===== config.mk =====
export PLATFORM = sky130hd
export DESIGN_NAME = delay_index_controller
export DESIGN_NICKNAME = d
export VERILOG_FILES = /design/src/rtl/beamformer_pkg.sv /design/src/rtl/frame_edge_detect.sv /design/src/rtl/delay_index_controller.sv
export SDC_FILE = /design/constraint.sdc
export NUM_CORES = 1
export LEC_CHECK = 0
export ABC_AREA = 1
export CAP_MARGIN = 10
export CORE_MARGIN = 2
export CORE_UTILIZATION = 55
export DETAILED_ROUTE_END_ITERATION = 10
export GPL_ROUTABILITY_DRIVEN = 0
export PLACE_DENSITY = 0.84
export REMOVE_ABC_BUFFERS = 1
export SLEW_MARGIN = 20
export SYNTH_ARGS = -nofsm -noshare
export SYNTH_HDL_FRONTEND = slang
export SYNTH_SLANG_ARGS = --single-unit

===== constraint.sdc =====
create_clock -name clk -period 4.43 [get_ports clk]
set_clock_uncertainty 0.15 [all_clocks]
set_input_delay 0.886 -clock clk [delete_from_list [all_inputs] [get_ports clk]]
set_output_delay 0.886 -clock clk [all_outputs]
set_load 0.01 [all_outputs]

===== src/rtl/beamformer_pkg.sv =====
// Shared beamformer definitions: array geometry, derived index widths and
// the delay-index controller state encoding.
package beamformer_pkg;

  localparam int NUMBER_OF_CHANNELS = 4;
  localparam int BUFFER_SIZE        = 16;
  localparam int NUMBER_OF_BITS     = 16;
  localparam int IDX_W              = $clog2(BUFFER_SIZE);
  localparam int SEL_W              = $clog2(2 * NUMBER_OF_CHANNELS);

  typedef enum logic [1:0] {
    IDLE    = 2'd0,
    PENDING = 2'd1,
    APPLY   = 2'd2
  } dic_state_t;

endpackage


===== src/rtl/frame_edge_detect.sv =====
// Frame boundary detector: registers ws and flags a falling edge as a
// one-cycle strobe. ws is assumed synchronous to clk (no synchronizer).
module frame_edge_detect (
  input  logic clk,
  input  logic reset,
  input  logic ws,
  output logic fall
);

  logic ws_q_r;

  // Previous-cycle copy of ws for edge comparison
  always_ff @(posedge clk) begin
    if (reset) begin
      ws_q_r <= 1'b0;
    end else begin
      ws_q_r <= ws;
    end
  end

  // Fall must be seen on the same edge where ws first reads low
  assign fall = ws_q_r & ~ws;

endmodule


===== src/rtl/delay_index_controller.sv =====
// Delay index controller: MCU writes fill a shadow bank of per-channel read
// delays; a commit copies the whole shadow bank into the active bank on the
// next ws falling edge so all channels change steering on the same frame.
// Optional feature macro: DELAY_READBACK_EN (adds rd_sel/rd_shadow/rd_active).
module delay_index_controller #(
  parameter  int NUMBER_OF_CHANNELS = beamformer_pkg::NUMBER_OF_CHANNELS,
  parameter  int BUFFER_SIZE        = beamformer_pkg::BUFFER_SIZE,
  parameter  int SEL_W              = $clog2(2 * NUMBER_OF_CHANNELS),
  localparam int IDX_W              = $clog2(BUFFER_SIZE),
  localparam int NUM_IDX            = 2 * NUMBER_OF_CHANNELS
) (
  input  logic                       clk,
  input  logic                       reset,
  input  logic                       ws,
  input  logic                       wr_valid,
  output logic                       wr_ready,
  input  logic [SEL_W-1:0]           wr_sel,
  input  logic [IDX_W-1:0]           wr_delay,
  input  logic                       wr_commit,
  output logic [NUM_IDX*IDX_W-1:0]   delay_index,
  output logic                       pending,
`ifdef DELAY_READBACK_EN
  input  logic [SEL_W-1:0]           rd_sel,
  output logic [IDX_W-1:0]           rd_shadow,
  output logic [IDX_W-1:0]           rd_active,
`endif
  output logic                       updated
);

  import beamformer_pkg::*;

  dic_state_t               state_r;
  dic_state_t               state_next_s;
  logic                     fall_s;
  logic                     transfer_s;
  logic [IDX_W-1:0]         shadow_r [NUM_IDX];
  logic [NUM_IDX*IDX_W-1:0] active_r;
  logic                     wr_ready_r;
  logic                     pending_r;
  logic                     updated_r;

  frame_edge_detect u_frame_edge_detect (
    .clk   (clk),
    .reset (reset),
    .ws    (ws),
    .fall  (fall_s)
  );

  assign transfer_s = wr_valid & wr_ready_r;

  // Next-state logic; a fall seen while still IDLE is never used by a commit
  always_comb begin
    state_next_s = state_r;
    case (state_r)
      IDLE: begin
        if (transfer_s && wr_commit) begin
          state_next_s = PENDING;
        end else begin
          state_next_s = IDLE;
        end
      end
      PENDING: begin
        if (fall_s) begin
          state_next_s = APPLY;
        end else begin
          state_next_s = PENDING;
        end
      end
      APPLY:   state_next_s = IDLE;
      default: state_next_s = IDLE;
    endcase
  end

  // State register with status outputs decoded from the next state
  always_ff @(posedge clk) begin
    if (reset) begin
      state_r    <= IDLE;
      wr_ready_r <= 1'b1;
      pending_r  <= 1'b0;
      updated_r  <= 1'b0;
    end else begin
      state_r    <= state_next_s;
      wr_ready_r <= (state_next_s == IDLE);
      pending_r  <= (state_next_s == PENDING) || (state_next_s == APPLY);
      updated_r  <= (state_r == APPLY);
    end
  end

  // Shadow bank writes; out-of-range selectors match no entry and are dropped
  always_ff @(posedge clk) begin
    if (reset) begin
      for (int k = 0; k < NUM_IDX; k++) begin
        shadow_r[k] <= '0;
      end
    end else if (transfer_s) begin
      for (int k = 0; k < NUM_IDX; k++) begin
        if (wr_sel == SEL_W'(k)) begin
          shadow_r[k] <= wr_delay;
        end
      end
    end
  end

  // Active bank takes the full shadow bank in one cycle while in APPLY
  always_ff @(posedge clk) begin
    if (reset) begin
      active_r <= '0;
    end else if (state_r == APPLY) begin
      for (int k = 0; k < NUM_IDX; k++) begin
        active_r[k*IDX_W +: IDX_W] <= shadow_r[k];
      end
    end
  end

  assign wr_ready    = wr_ready_r;
  assign pending     = pending_r;
  assign updated     = updated_r;
  assign delay_index = active_r;

`ifdef DELAY_READBACK_EN
  // Combinational AND-OR read mux; an unmatched selector reads zero
  always_comb begin
    rd_shadow = '0;
    rd_active = '0;
    for (int k = 0; k < NUM_IDX; k++) begin
      rd_shadow = rd_shadow | ({IDX_W{rd_sel == SEL_W'(k)}} & shadow_r[k]);
      rd_active = rd_active | ({IDX_W{rd_sel == SEL_W'(k)}} & active_r[k*IDX_W +: IDX_W]);
    end
  end
`else
  // No readback path in this build
`endif

endmodule


==> results.md, run 1 <==
- Hold Crit Start: delay_index[1]
- I/O pin count: 47
- Antenna violations before repair: 0
- Fin area: roughly 3200 um^2
- TNS Setup: 0 ns
- Placed Instances: 341
- Row count: 24
- FMAX: 415 MHz
- CTS tree: yes
- Final cell count without fillers: 357
- First-pass GRT wire length: between 8000 and 9000 um
- Ratio of cells with drive above 1 in the final layout: 8.85%
- Critical Path End Type: flip-flop
- Number of CTS-inserted buffers: 9
- Leakage: about 1.2 nW
- Vias post-DR: roughly 1800
- IO Port Bufs: between 40 and 50
- # nets final: 313
- RSZ-0062 raised after global routing: no
- Max_cap viols: 0
- Drt total wl: between 4000 and 5000 um
- # hold bufs at CTS: 0
- Root Driver: clkbuf_8
- Ys Warns: 0
- Core Footprint: around 4400 um^2
- Hold Violations, Final: 0
- Mean Syn Cell Area: 10.1 um^2
- CTS H-tree lvls: 3
- Post-synthesis cell count: between 200 and 300
- PD cells: approximately 400 nW/um^2
- N_diodes: 0
- Critical path class: input pin to flip-flop
- Area occupied by multi-input gates: 702 um^2
- Worst-Skew Late Latency: 0.34 ns
- Drt initial violations: 86
- Outcome: finished, final reports clean
- DR vias/cell: 5.14
- HP Class: flip-flop to flip-flop
- Startpoint class of the critical path: input pin
- Post CTS Setup Buffer Count: 0
- Reg-to-Reg Start: state_r[0]
- Reg clk slew, reported paths: 0.07 ns
- # fillers: 347
- Final setup violation count: 0
- Residual DRC: 0
- Grt total ovfl: 0
- Crit path launch: reset
- Largest net degree at the start of global routing: 45
- Die X: 72.2 um
- Reg area: 1720 um^2
- Clock sinks: 70
- Peak VDD IR: 0.251 mV
- Pins Over Slew Limit: 0
- Buffer levels on the longest clock path: 2
- Initial Utilization: 58.0%
- Vias in the first global route: approximately 1800
- Rel. slew slack: 60.7%
- 1st-pass router iterations: 5
- Area post-placement: 3000 um^2
- Die area: 5220 um^2
- Synth unique cells: 20
- Post-route minimum period: 2.41 ns
- Post-synthesis sequential area ratio: 67.2%
- Post-CTS sizing: 0
- Crit path required time: around 4.3 ns
- Mapped cell area: 2560 um^2
- Area growth syn-to-layout: 24.0%
- Crit path max fanout: 44
- Crit share post-route: 54.4%
- Total track usage: 21.2%
- Internal reg-to-reg setup slack: 2.90 ns
- Final HPWL from detailed placement: 3010 um
- Synth Register Bits: 70
- Wire per inst: 13.1 um
- Critical path arrival: 2.27 ns
- Slew @ Worst Pin: about 0.59 ns
- Post-DRT Antenna Nets: 0
- Die height: 72.2 um
- Fin Hold WS: 0.333 ns
==> path summary, 6_finish.rpt <==
path | to | depth (start not counted)
hold / removal | delay_index[1] | 2
setup / recovery | shadow_r[1][9] | 3
setup reg to reg | wr_ready | 6
hold reg to reg | delay_index[1] | 2
==> cell usage after synthesis <==
cell type / n / area [um^2]
o21ai_1: 8 / 40.0
edfxtp_1: 32 / 961
nand2_1: 20 / 75.1
ha_1: 1 / 12.5
nand3_1: 4 / 20.0
nand2_4: 1 / 11.3
inv_2: 1 / 3.75
buf_12: 1 / 20.0
buf_6: 4 / 45.0
a21oi_1: 1 / 5.00
dfxtp_1: 38 / 761
o21ai_0: 26 / 130
nor2_2: 11 / 68.8
nor2_1: 87 / 327
or2_2: 1 / 6.26
and2_1: 1 / 6.26
inv_4: 1 / 6.26
clkbuf_2: 1 / 5.00
buf_2: 4 / 20.0
inv_1: 10 / 37.5
==> registers in the layout, indices dropped and copies added, names as in the netlist <==
signal and cells:
delay_index 32, wr_ready 1, pending 1, u_frame_edge_detect.ws_q_r 1
state_r 2, updated 1, shadow_r 32
==> power breakdown <==
| group | switching [mW] | internal (mW) |
|---|---|---|
| Combinational | 0.0413 | 0.0272 |
| Sequential | 0.00727 | 0.696 |
| Clock | 0.221 | 0.248 |
==> metrics by stage <==
step	total power [mW]	utilization, %	worst slack, ns
after floorplan	0.753	-	2.51
after global placement	0.783	67.9	1.75
after detailed placement	0.785	67.9	1.67
after CTS	1.25	72.0	2.05
after global routing	1.29	72.0	1.86
final	1.24	72.0	2.02
==> final cells by class <==
cell class	instances	area share (%)
sequential	70	54.2
multi-input combinational	161	22.1
timing repair buffer	46	14.5
clock buffer	15	5.55
tap	52	2.05
inverter	12	1.50
clock inverter	1	0.118
==> per-layer routing <==
metal	track usage, %	wire length, um
met5	0	0
met4	13.6	125
met3	5.42	266
met2	31.6	2220
met1	27.8	2070
==> cell families (layout without fill, tap and decap cells) <==
kind of cell | Yosys count | in the layout | synth area share [%]
simple gates | 125 | 125 | 20.1
buf+inv | 22 | 74 | 5.37
flops | 70 | 70 | 67.2
fa+ha+maj | 1 | 1 | 0.488
compound gates | 35 | 35 | 6.84
==> cells in the final DEF, fill, tap and decap left out <==
cell type,instances
a21oi_1,1
and2_1,1
clkbuf_1,3
clkbuf_8,12
clkdlybuf4s50_1,46
clkinv_1,1
dfxtp_1,38
edfxtp_1,32
ha_1,1
inv_1,10
inv_2,1
inv_4,1
nand2_1,20
nand2_4,1
nand3_1,4
nor2_1,87
nor2_2,11
o21ai_0,26
o21ai_1,8
or2_2,1
==> worst max-delay path, stage by stage <==
cell	delay, ns
clkdlybuf4s50_1	0.51
inv_2	0.49
o21ai_0	0.38
Note: power is estimated with default switching activity, not from simulation.
==> run 2, diff against run 1 <==
- CORE_UTILIZATION: 55 -> 46
- PLACE_DENSITY: 0.84 -> 0.75
- clock period: 4.43 -> 2 ns (I/O delays scaled with it)
==> run 2 against run 1 <==
- count of clock-buffer cells in the layout shrank 5
- sequential share of layout area fell by 1.5 points
- critical endpoint is now wr_ready
- total power increased by 120%
- highest routed layer unchanged
- clock power grew 110%
- worst hold slack better by 0.00064 ns
- global-route usage is 4.8 points lower
- sequential power increased by 120%
- combinational power grew 140%
- critical path type is now flip-flop to output pin
- largest cell class unchanged
==> results.md, run 2 (synthesized netlist as in run 1, its figures left out) <==
- IO Port Bufs: 46
- Grt total ovfl: 0
- Row count: 27
- N_diodes: 0
- I/O pin count: between 40 and 50
- TNS Setup: 0 ns
- Largest net degree at the start of global routing: 35
- Critical path's largest stage delay: 0.56 ns
- Met3 wire len: between 200 and 300 um
- Hold Violations, Final: 0
- Crit path max fanout: 3
- Post CTS Setup Buffer Count: 0
- Die area: 6180 um^2
- Drt initial violations: between 90 and 100
- Crit share post-route: 91.0%
- PD cells: 832 nW/um^2
- Root Driver: clkbuf_8
- Initial Utilization: between 40% and 50%
- Max_cap viols: 0
- Pins Over Slew Limit: 0
- RSZ-0062 raised after global routing: no
- Critical path class: flip-flop to output pin
- Crit path buf inv count: 1
- Met2 wire length: 2130 um
- Critical path arrival: 1.27 ns
- Slowest-stage cell, CP: clkdlybuf4s50_1
- Final HPWL from detailed placement: 3150 um
- Total track usage: 16.5%
- Buffer levels on the longest clock path: 2
- Area growth syn-to-layout: 27.5%
- Drt total wl: 4580 um
- # hold bufs at CTS: 0
- Crit path max-delay family: buffers and inverters
- Worst-Skew Late Latency: 0.34 ns
- HP Class: flip-flop to flip-flop
- Wl on met1: 2140 um
- Leakage: about 1.2 nW
- Commonest non-fill, non-tap cell in the layout: nor2_1
- 1st-pass router iterations: 4
- FMAX: 549 MHz
- Wire per inst: 11.9 um
- Commonest non-fill, non-tap cells in the layout: nor2_1 (87), clkdlybuf4s50_1 (46), dfxtp_1 (38)
- Post-route minimum period: 1.82 ns
- Clock sinks: 70
- Post-DRT Antenna Nets: 0
- Final setup violation count: 0
- DR vias/cell: around 4.6
- # nets final: 322
- Ratio of cells with drive above 1 in the final layout: 12.7%
- Outcome: finished, final reports clean
- CTS tree: yes
- Core Footprint: ~5400 um^2
- Startpoint class of the critical path: flip-flop
- Highest routed layer: met4
- Reg clk slew, reported paths: around 0.080 ns
- Post-CTS sizing: 0
- Residual DRC: 0
- Critical Path End Type: output pin
- Vias post-DR: 1774
- Peak VDD IR: 0.660 mV
- Slew @ Worst Pin: 0.360 ns
- Antenna violations before repair: 0
- Vias in the first global route: 1749
- Number of CTS-inserted buffers: 9
- Die height: 78.6 um
- First-pass GRT wire length: between 7000 and 8000 um
- Internal reg-to-reg setup slack: 0.49 ns
- Util after Layout: about three fifths
- Die X: approximately 80 um
- Worst-path cell chain: clkdlybuf4s50_1
- Rel. slew slack: between 70% and 80%
- Crit path required time: between 1 and 1.5 ns
- CTS H-tree lvls: 3
-- run 2: final cells by class --
cell class / count / area, um^2
fillers: 488 / 2170
flip-flops and latches: 70 / 1720
multi-input cells: 161 / 702
repair buffers: 55 / 528
clock buffers: 10 / 138
well taps: 72 / 90.1
inverters: 12 / 47.5
clock inverters: 6 / 37.5
-- run 2: final timing paths --
| check | start | endpoint | cells after the start |
|---|---|---|---|
| worst max register to register | state_r[0] | wr_ready | 6 |
| worst min register to register | delay_index[9] | delay_index[9] | 2 |
| worst max-delay path | wr_ready | wr_ready | 1 |
| worst min-delay path | delay_index[9] | delay_index[9] | 2 |
-- run 2: power breakdown --
part / internal (mW) / switching, mW / leakage, nW / total (mW)
clock: 0.476 / 0.521 / 0.0841 / 0.997
sequential: 1.54 / 0.0141 / 0.639 / 1.56
combinational: 0.0699 / 0.0930 / 0.512 / 0.163
total: 2.09 / 0.628 / 1.24 / 2.72
-- run 2: metrics by stage --
step                      std cells  hold WS [ns]  worst slack [ns]  cell area (um^2)  total power [mW]
after floorplan                 243         0.308             0.569              2470              1.67
after global placement          370         0.315            0.0442              3090              1.75
after detailed placement        370         0.325            0.0108              3090              1.75
after CTS                       386         0.340             0.174              3260              2.74
after global routing            386         0.363             0.145              3260              2.82
final                           386         0.334             0.179              3260              2.72
-- run 2: per-layer routing --
| layer | GRT usage, % | up-vias |
|---|---|---|
| li1 | - | 933 |
| met1 | 20.5 | 790 |
| met2 | 26.8 | 45 |
| met3 | 4.83 | 6 |
| met4 | 6.84 | 0 |
| met5 | 0 | - |
==> run 3, diff against run 2 <==
- clock period: 2 -> 1.46 ns (I/O delays scaled with it)
==> run 3 against run 2 <==
- clock power is 89% higher
- critical path depth stayed put
- largest power group unchanged
- critical path type unchanged
- first-iteration DRC count is 20% lower
- non-clock buffer count is 19 higher
- largest cell class unchanged
- via count is 6.1% higher
- global-route usage is 0.78 points higher
==> results.md, run 3 (synthesized netlist as in run 1, its figures left out) <==
- Crit share post-route: 98.8%
- Max_cap viols: 0
- Ratio of cells with drive above 1 in the final layout: 20.1%
- Fin area: approximately 3500 um^2
- Total track usage: 17.3%
- HP Class: flip-flop to flip-flop
- Startpoint class of the critical path: flip-flop
- CTS tree: yes
- DR vias/cell: 4.65
- Row count: 27
- Leakage: 1.53 nW
- Hold Violations, Final: 0
- Reg power frac: 50.0%
- N_diodes: 0
- Antenna violations before repair: 0
- Die height: 78.6 um
- Slowest-stage cell, CP: dfxtp_2
- Drt total wl: roughly 4700 um
- Drt initial violations: 73
- # fillers: around 450
- I/O pin count: 47
- Commonest non-fill, non-tap cell in the layout: nor2_1
- Final setup violation count: 0
- Post-DRT Antenna Nets: 0
- GR peak layer: met2
- Critical path arrival: 1.00 ns
- CTS H-tree lvls: 3
- Setup ws final: 0.0179 ns
- Outcome: finished, final reports clean
- Fin Hold WS: 0.330 ns
- Vias post-DR: approximately 1900
- Wire per inst: 11.6 um
- Placed Instances: 386
- Global routing met1 resource utilization: 20.3%
- Critical Path End Type: output pin
- Commonest non-fill, non-tap cells in the layout: nor2_1 (86), dfxtp_1 (35), dlygate4sd2_1 (34)
- Crit path max-delay family: flip-flops
- Rel. slew slack: 81.8%
- Clock sinks: 70
- Peak VDD IR: 0.816 mV
- Worst-path cell chain: dlygate4sd2_1
- Die X: 78.6 um
- Grt total ovfl: 0
- Int Pwr: 3.40 mW
- Pins Over Slew Limit: 0
- PD cells: 1220 nW/um^2
- Net Sw Power: slightly below 0.9 mW
- Area growth syn-to-layout: 36.1%
- Core Footprint: about 5400 um^2
- Crit path buf inv count: 1
- Die area: 6180 um^2
- RSZ-0062 raised after global routing: yes
- Number of CTS-inserted buffers: 9
- Area post-placement: 3230 um^2
- IO Port Bufs: 46
- Buffer levels on the longest clock path: 2
- Final cell count without fillers: 405
- Worst-Skew Late Latency: 0.34 ns
- 1st-pass router iterations: 4
- Root Driver: clkbuf_8
- Final HPWL from detailed placement: 3340 um
- # hold bufs at CTS: 0
- Reg clk slew, reported paths: 0.08 ns
- First-pass GRT wire length: 8110 um
- Critical path class: flip-flop to output pin
- # nets final: roughly 340
- Crit path max fanout: 3
- Post-route minimum period: 1.44 ns
- Met3 Usage GRT: 6.67%
- Sw frac: 20.3%
- FMAX: 693 MHz
- Clock share of power: 44.1%
- Util after Layout: about 64%
- Slew @ Worst Pin: 0.272 ns
- Crit path required time: 1.02 ns
- Residual DRC: 0
- Largest net degree at the start of global routing: 25
- Vias in the first global route: 1875
- Initial Utilization: 47.1%
- Pre-CTS setup slack: -0.387 ns
- GRT met2 Usage: 27.9%
- Critical path's largest stage delay: 0.37 ns
- Gate power share: approximately 6.0%
-- run 3: area by class of cell --
class / instances / area, um^2 / area share, %
clock inverter: 4 / 73.8 / 2.12
inverter: 12 / 47.5 / 1.36
timing repair buffer: 74 / 653 / 18.7
clock buffer: 12 / 178 / 5.10
tap: 72 / 90.1 / 2.59
multi-input combinational: 161 / 717 / 20.6
sequential: 70 / 1730 / 49.5
-- run 3: path summary, 6_finish.rpt --
path	startpoint	to	slack, ns	depth (start not counted)
min	delay_index[7]	delay_index[7]	0.33	2
max reg2reg	wr_ready	wr_ready	0.03	6
min reg2reg	delay_index[7]	delay_index[7]	0.33	2
max	wr_ready	wr_ready	0.02	1
-- run 3: per-layer routing --
metal  vias up  wire, um  part of all wire, %
met4         0        86                  1.8
met5         -         0                    0
met1       859      2040                   43
met3         6       323                  6.9
li1        969         -                    -
met2        49      2260                   48
-- run 3: power groups by stage --
stage | clock [mW] | combinational (mW) | sequential [mW]
finish | 1.88 | 0.254 | 2.13
CTS | 1.91 | 0.247 | 2.13
global placement | 0 | 0.243 | 2.17
floorplan | 0 | 0.107 | 2.18
global route | 2.00 | 0.284 | 2.14
detailed placement | 0 | 0.248 | 2.18
-- run 3: worst register-to-register path: cells and delay by family, from the launching register on --
| family | cells | cell delay (ns) |
|---|---|---|
| adders and majority gates | 1 | 0.16 |
| and+or+nand+nor | 5 | 0.64 |
| DFF | 1 | 0.37 |
-- run 3: what timing repair did --
item                                    4_1_cts  5_1_grt
resized for setup                            37       10
hold endpoints to repair                      0        0
endpoints found under the setup margin       36       16
buffers inserted                              3        0
pin swaps                                     2        2
-- run 3: stage by stage --
step	TNS, ns	total power [mW]
finish	0	4.27
global route	-0.0937	4.42
CTS	0	4.29
detailed placement	-20.78	2.42
global placement	-18.74	2.42
floorplan	0	2.28
